$ cat config.mk
export PLATFORM = sky130hd
export DESIGN_NAME = mul_tree_bf16_param
export DESIGN_NICKNAME = d
export VERILOG_FILES = /design/src/rtl/mul_tree_bf16_param.sv
export SDC_FILE = /design/constraint.sdc
export NUM_CORES = 2
export LEC_CHECK = 0
export ABC_AREA = 0
export ABC_CLOCK_PERIOD_IN_PS = 12200
export CORE_MARGIN = 3
export CORE_UTILIZATION = 60
export DETAILED_ROUTE_END_ITERATION = 16
export HOLD_SLACK_MARGIN = 0.03
export PLACE_DENSITY_LB_ADDON = 0.2
export SYNTH_ARGS = -nofsm -noshare
export SYNTH_HDL_FRONTEND = slang
export SYNTH_SLANG_ARGS = --single-unit
$ cat constraint.sdc
create_clock -name clk -period 12.2 [get_ports clk]
set_clock_uncertainty 0.15 [all_clocks]
set_input_delay 2.44 -clock clk [delete_from_list [all_inputs] [get_ports clk]]
set_output_delay 2.44 -clock clk [all_outputs]
set_load 0.05 [all_outputs]
$ cat src/rtl/mul_tree_bf16_param.sv
// Pipelined bf16 product tree: N_IN leaves, group size 2^mode, one product per group on lanes 0..(N_IN>>mode)-1.
// Define MUL_TREE_STATUS_EN to add sticky {invalid, overflow, underflow, inexact} flags with status/status_clr ports.
module mul_tree_bf16_param #(
    parameter int N_IN  = 8,
    parameter int DW    = 16,
    parameter int LOG2N = $clog2(N_IN),
    parameter int MW    = $clog2(LOG2N + 1)
) (
    input  logic                 clk,
    input  logic                 rst,
    input  logic [N_IN*DW-1:0]   mul_ins,
    input  logic                 mul_stb,
    input  logic [MW-1:0]        mode,
    output logic [N_IN*DW-1:0]   outputs,
    output logic [N_IN-1:0]      final_output_stbs_1
`ifdef MUL_TREE_STATUS_EN
    ,
    output logic [3:0]           status,
    input  logic                 status_clr
`endif
);

    // bf16 multiply with DAZ inputs, FTZ results and round-to-nearest-even.
    function automatic logic [15:0] bf16_mul(input logic [15:0] a, input logic [15:0] b);
        logic               sgn;
        logic               a_nan, b_nan, a_inf, b_inf, a_zero, b_zero;
        logic [15:0]        prod;
        logic [7:0]         sig;
        logic               guard, sticky;
        logic [8:0]         sig_r;
        logic signed [10:0] exp_s;
        logic [15:0]        res;
        sgn    = a[15] ^ b[15];
        a_nan  = (a[14:7] == 8'hFF) && (a[6:0] != 7'h00);
        b_nan  = (b[14:7] == 8'hFF) && (b[6:0] != 7'h00);
        a_inf  = (a[14:7] == 8'hFF) && (a[6:0] == 7'h00);
        b_inf  = (b[14:7] == 8'hFF) && (b[6:0] == 7'h00);
        a_zero = (a[14:7] == 8'h00);
        b_zero = (b[14:7] == 8'h00);
        prod   = {8'h00, 1'b1, a[6:0]} * {8'h00, 1'b1, b[6:0]};
        exp_s  = $signed({3'b000, a[14:7]}) + $signed({3'b000, b[14:7]}) - 11'sd127;
        if (prod[15]) begin
            sig    = prod[15:8];
            guard  = prod[7];
            sticky = |prod[6:0];
            exp_s  = exp_s + 11'sd1;
        end else begin
            sig    = prod[14:7];
            guard  = prod[6];
            sticky = |prod[5:0];
        end
        sig_r = {1'b0, sig} + {8'h00, guard & (sticky | sig[0])};
        if (sig_r[8]) begin
            sig   = 8'h80;
            exp_s = exp_s + 11'sd1;
        end else begin
            sig = sig_r[7:0];
        end
        if (a_nan | b_nan | (a_inf & b_zero) | (b_inf & a_zero))
            res = 16'h7FC0;
        else if (a_inf | b_inf)
            res = {sgn, 8'hFF, 7'h00};
        else if (a_zero | b_zero)
            res = {sgn, 15'h0000};
        else if (exp_s >= 11'sd255)
            res = {sgn, 8'hFF, 7'h00};
        else if (exp_s <= 11'sd0)
            res = {sgn, 15'h0000};
        else
            res = {sgn, exp_s[7:0], sig[6:0]};
        return res;
    endfunction

    // Level 0 is the input capture; level k+1 is computed combinationally from level k.
    logic [DW-1:0]    lane_q [LOG2N][N_IN];
    logic [DW-1:0]    lane_d [LOG2N][N_IN];
    logic [MW-1:0]    mode_q [LOG2N];
    logic [LOG2N-1:0] vld_q;

    always_comb begin
        for (int k = 0; k < LOG2N; k++) begin
            for (int j = 0; j < N_IN; j++) lane_d[k][j] = lane_q[k][j];
            if (k < int'(mode_q[k])) begin
                for (int j = 0; j < N_IN; j++) lane_d[k][j] = '0;
                for (int j = 0; j < (N_IN >> (k + 1)); j++)
                    lane_d[k][j] = bf16_mul(lane_q[k][2*j], lane_q[k][2*j+1]);
            end
        end
    end

    always_ff @(posedge clk) begin
        if (rst) begin
            vld_q               <= '0;
            outputs             <= '0;
            final_output_stbs_1 <= '0;
        end else begin
            vld_q[0] <= mul_stb;
            if (mul_stb) begin
                for (int j = 0; j < N_IN; j++) lane_q[0][j] <= mul_ins[j*DW +: DW];
                mode_q[0] <= (mode > MW'(LOG2N)) ? MW'(LOG2N) : mode;
            end
            for (int k = 1; k < LOG2N; k++) begin
                vld_q[k]  <= vld_q[k-1];
                lane_q[k] <= lane_d[k-1];
                mode_q[k] <= mode_q[k-1];
            end
            final_output_stbs_1 <= '0;
            if (vld_q[LOG2N-1]) begin
                for (int g = 0; g < N_IN; g++) begin
                    if (g < (N_IN >> mode_q[LOG2N-1])) begin
                        outputs[g*DW +: DW]    <= lane_d[LOG2N-1][g];
                        final_output_stbs_1[g] <= 1'b1;
                    end else begin
                        outputs[g*DW +: DW]    <= '0;
                    end
                end
            end
        end
    end

`ifdef MUL_TREE_STATUS_EN
    // Flags derive from input classes and the rounded result, so they track bf16_mul exactly.
    function automatic logic [3:0] bf16_flags(input logic [15:0] a, input logic [15:0] b);
        logic        a_nan, b_nan, a_inf, b_inf, a_zero, b_zero, fin_nz, lost;
        logic [15:0] prod;
        logic [15:0] res;
        logic [3:0]  flg;
        a_nan  = (a[14:7] == 8'hFF) && (a[6:0] != 7'h00);
        b_nan  = (b[14:7] == 8'hFF) && (b[6:0] != 7'h00);
        a_inf  = (a[14:7] == 8'hFF) && (a[6:0] == 7'h00);
        b_inf  = (b[14:7] == 8'hFF) && (b[6:0] == 7'h00);
        a_zero = (a[14:7] == 8'h00);
        b_zero = (b[14:7] == 8'h00);
        fin_nz = !(a_nan | b_nan | a_inf | b_inf | a_zero | b_zero);
        prod   = {8'h00, 1'b1, a[6:0]} * {8'h00, 1'b1, b[6:0]};
        lost   = prod[15] ? (|prod[7:0]) : (|prod[6:0]);
        res    = bf16_mul(a, b);
        flg[3] = a_nan | b_nan | (a_inf & b_zero) | (b_inf & a_zero);
        flg[2] = fin_nz && ((res & 16'h7FFF) == 16'h7F80);
        flg[1] = fin_nz && ((res & 16'h7FFF) == 16'h0000);
        flg[0] = fin_nz && lost;
        return flg;
    endfunction

    logic [3:0] flag_evt;

    always_comb begin
        flag_evt = '0;
        for (int k = 0; k < LOG2N; k++) begin
            if (vld_q[k] && (k < int'(mode_q[k]))) begin
                for (int j = 0; j < (N_IN >> (k + 1)); j++)
                    flag_evt = flag_evt | bf16_flags(lane_q[k][2*j], lane_q[k][2*j+1]);
            end
        end
    end

    // A clear and a new event in the same cycle leave the flag set.
    always_ff @(posedge clk) begin
        if (rst) status <= '0;
        else     status <= (status_clr ? 4'h0 : status) | flag_evt;
    end
`endif

endmodule

==> key figures <==
Logic synthesis
  – Register bit count reported by yosys: 526
  – Sequential fraction of the synthesis area: 0.319
  – Number of flops mapped to enable cells by yosys: 390
  – Cell variety after synth: 115
  – Syn_area_per_cell: 9.47 µm²
  – Primary FF master, synth: edfxtp_1
  – Mapped Cells: 4771
  – Net Count, Synth: 5534
  – FFs w/ async S/R, synth: 0
  – Synthesized area: 45200 µm²
  – Synth warnings: 0

Timing
  – Fin crit share: 0.792
  – Final slew viol count: 0
  – Final Hold Violating Endpoints: 0
  – Peak Freq: 104 MHz
  – Slew headroom: 0.141
  – Worst Slack Setup Final: 2.54 ns
  – Least-Margin Pin Slew: 1.27 ns
  – Total negative setup slack: 0 ns
  – Final min period: 9.66 ns
  – RSZ-0062 raised after global routing: no
  – Endpoints failing setup: 0

Setup path
  – Critical path type: reg -> reg
  – Crit path required time: 12.53 ns
  – Critical path endpoint category: register
  – Crit Path Max Fanout: 14
  – WP data arrival: 9.99 ns
  – CP Launch Type: register

Floorplanning
  – Core area: 73800 µm²
  – Die width: 280 µm
  – # IOs: 269
  – Die area: 78600 µm²
  – Die height: 280 µm
  – Std cell rows: 99
  – Initial core utilization: 0.612

Finish
  – Filler Cell Count: 5774
  – Finished Core Util: 0.686
  – Post-route cell area: 50700 µm²
  – Area growth, synth to finish: 12.1%
  – Share of layout cells above drive strength 1: 0.0401
  – Nets: 5754

Routing
  – Drt pass-1 iters: 6
  – DR WL/cell: 19.0 µm
  – DR vias: 36400
  – Final wirelength: 114000 µm
  – Number of remaining DRC errors: 0
  – DR iter-0 viols: 3096
  – ANT nets after route: 0
  – Routed vias/inst: 6.06

Global routing
  – Largest net degree at the start of global routing: 133
  – Global route overflow: 0
  – Gr usage total: 0.290
  – Via count of the first global-routing pass: 35500
  – First-pass GRT wire length: 186000 µm
  – Initial antenna violation count: 5

Placement
  – Post-DP Area: 48800 µm²
  – I/O Buffers: 268
  – GP Congestion: 0.973
  – Dpl ws: 2.77 ns
  – Post-DP HPWL: 87800 µm

Clocking
  – CTS Buf Count: 56
  – H-Tree Depth: 2
  – Hold Buf Count CTS: 0
  – Clock sink count: 526
  – Root buffer cell: clkbuf_16
  – CTS tree: built
  – Postcts setup bufs: 0
  – Clk_lat worst skew: 0.65 ns
  – Post_cts resized: 0
  – Clock Pin Slew Worst Setup and Hold Paths: 0.07 ns
  – Clk buf depth: 3

Min path
  – Hold Path Class: reg -> reg

Flow run
  – Max cap viols: 0

Status
  – Run status: completed
## synth_stat cells, types with 68 or more instances
cell | n | area share
a21oi_1 | 177 | 0.020
a22o_1 | 129 | 0.025
and2_1 | 267 | 0.037
clkbuf_1 | 105 | 0.0087
dfxtp_1 | 136 | 0.060
edfxtp_1 | 390 | 0.26
fa_1 | 259 | 0.11
ha_1 | 371 | 0.10
inv_1 | 565 | 0.047
nand2_1 | 380 | 0.032
nand3_1 | 83 | 0.0092
nand4_1 | 68 | 0.0094
nor2_1 | 317 | 0.026
nor2b_1 | 114 | 0.016
nor3_1 | 100 | 0.011
o21ai_0 | 177 | 0.020
xnor2_1 | 169 | 0.033
xor2_1 | 98 | 0.019
## cells in the final DEF (no fill, tap or decap), drive strengths merged, types with 39 or more instances in the layout
cell	Yosys	final
a211oi	40	40
inv	566	569
dfxtp	136	136
ha	371	371
and2	268	268
a21oi	183	183
fa	259	259
nor4	70	70
nor2b	114	114
clkbuf	105	76
a22o	129	129
nand2	380	380
o211ai	41	41
nor3	101	101
nand3	84	84
xor2	98	98
o21ai	202	202
clkdlybuf4s50	0	268
nand2b	47	47
nand4	69	69
nor2	317	317
xnor2	171	171
edfxtp	390	390
a21o	39	39
## final timing paths
kind | startpoint | endpoint | slack [ns] | cells past startpoint
setup / recovery | lane_q[0][68] | lane_q[0][225] | 2.54 | 27
hold / removal | mode_q[0][2] | mode_q[0][4] | 0.28 | 0
setup reg to reg | lane_q[0][68] | lane_q[0][225] | 2.54 | 27
hold reg to reg | mode_q[0][2] | mode_q[0][4] | 0.28 | 0
## cell families (layout without fill, tap and decap cells)
| group | count (synthesis) | in the layout | share of synthesized area |
|---|---|---|---|
| adder cells (fa/ha/maj) | 630 | 630 | 0.218 |
| AND/OR/NAND/NOR | 1637 | 1637 | 0.189 |
| multiplexers | 43 | 43 | 0.0101 |
| flip-flops | 526 | 526 | 0.319 |
| buffers and inverters | 697 | 965 | 0.0589 |
| AO/OA/AOI/OAI | 968 | 968 | 0.152 |
| other | 0 | 4 | 0 |
| XOR/XNOR | 270 | 270 | 0.0530 |
## through the flow
stage | hold WS [ns] | cells
after floorplan | 0.250 | 4771
after global placement | 0.253 | 5892
after detailed placement | 0.267 | 5892
after CTS | 0.281 | 5998
after global routing | 0.289 | 6002
final | 0.281 | 6002
## layer usage
metal | track usage | vias to the layer above | share of wire | wire, µm
met4 | 0.0699 | 0 | 0.023 | 2630
met2 | 0.476 | 1315 | 0.46 | 52500
met5 | 0 | - | 0 | 0
met1 | 0.410 | 17500 | 0.44 | 50400
li1 | - | 17400 | - | -
met3 | 0.0389 | 172 | 0.073 | 8300
## sequential cells by signal (all words and copies together) (netlist names)
name and flops:
final_output_stbs_1 5, outputs 128, lane_q 384, vld_q 3, mode_q 6
## critical path, cell delays in order, from the launching register on
cell and delay, ns:
edfxtp_1 0.59, and2_1 0.27, fa_1 0.53, inv_1 0.05
fa_1 0.49, inv_1 0.06, fa_1 0.54, inv_1 0.06
fa_1 0.52, inv_1 0.04, ha_1 0.35, a21o_1 0.21
a2111o_1 0.42, o21ai_2 0.30, o21a_1 0.43, xnor2_2 0.33
and2_1 0.27, o21bai_1 0.10, inv_1 0.07, ha_1 0.20
o2111ai_1 0.24, a2111oi_4 0.83, nand2_1 0.34, nor4_1 0.24
a31oi_1 0.16, a41o_1 0.29, nor4bb_1 1.06, a32o_1 0.32
## layout make-up
cell class              count  area [µm²]  area share
diodes                      4        10.0    0.000198
inverters                 570        2150      0.0424
repair buffers            289        2850      0.0563
multi-input cells        3548       28100       0.555
clock buffers              76        1580      0.0312
flip-flops and latches    526       14400       0.285
well taps                 959        1200      0.0237
clock inverters            30         307     0.00605
Power is left out: the tool's default activity adds up to more than one toggle a clock period on the data nets, which glitch-free logic cannot reach.
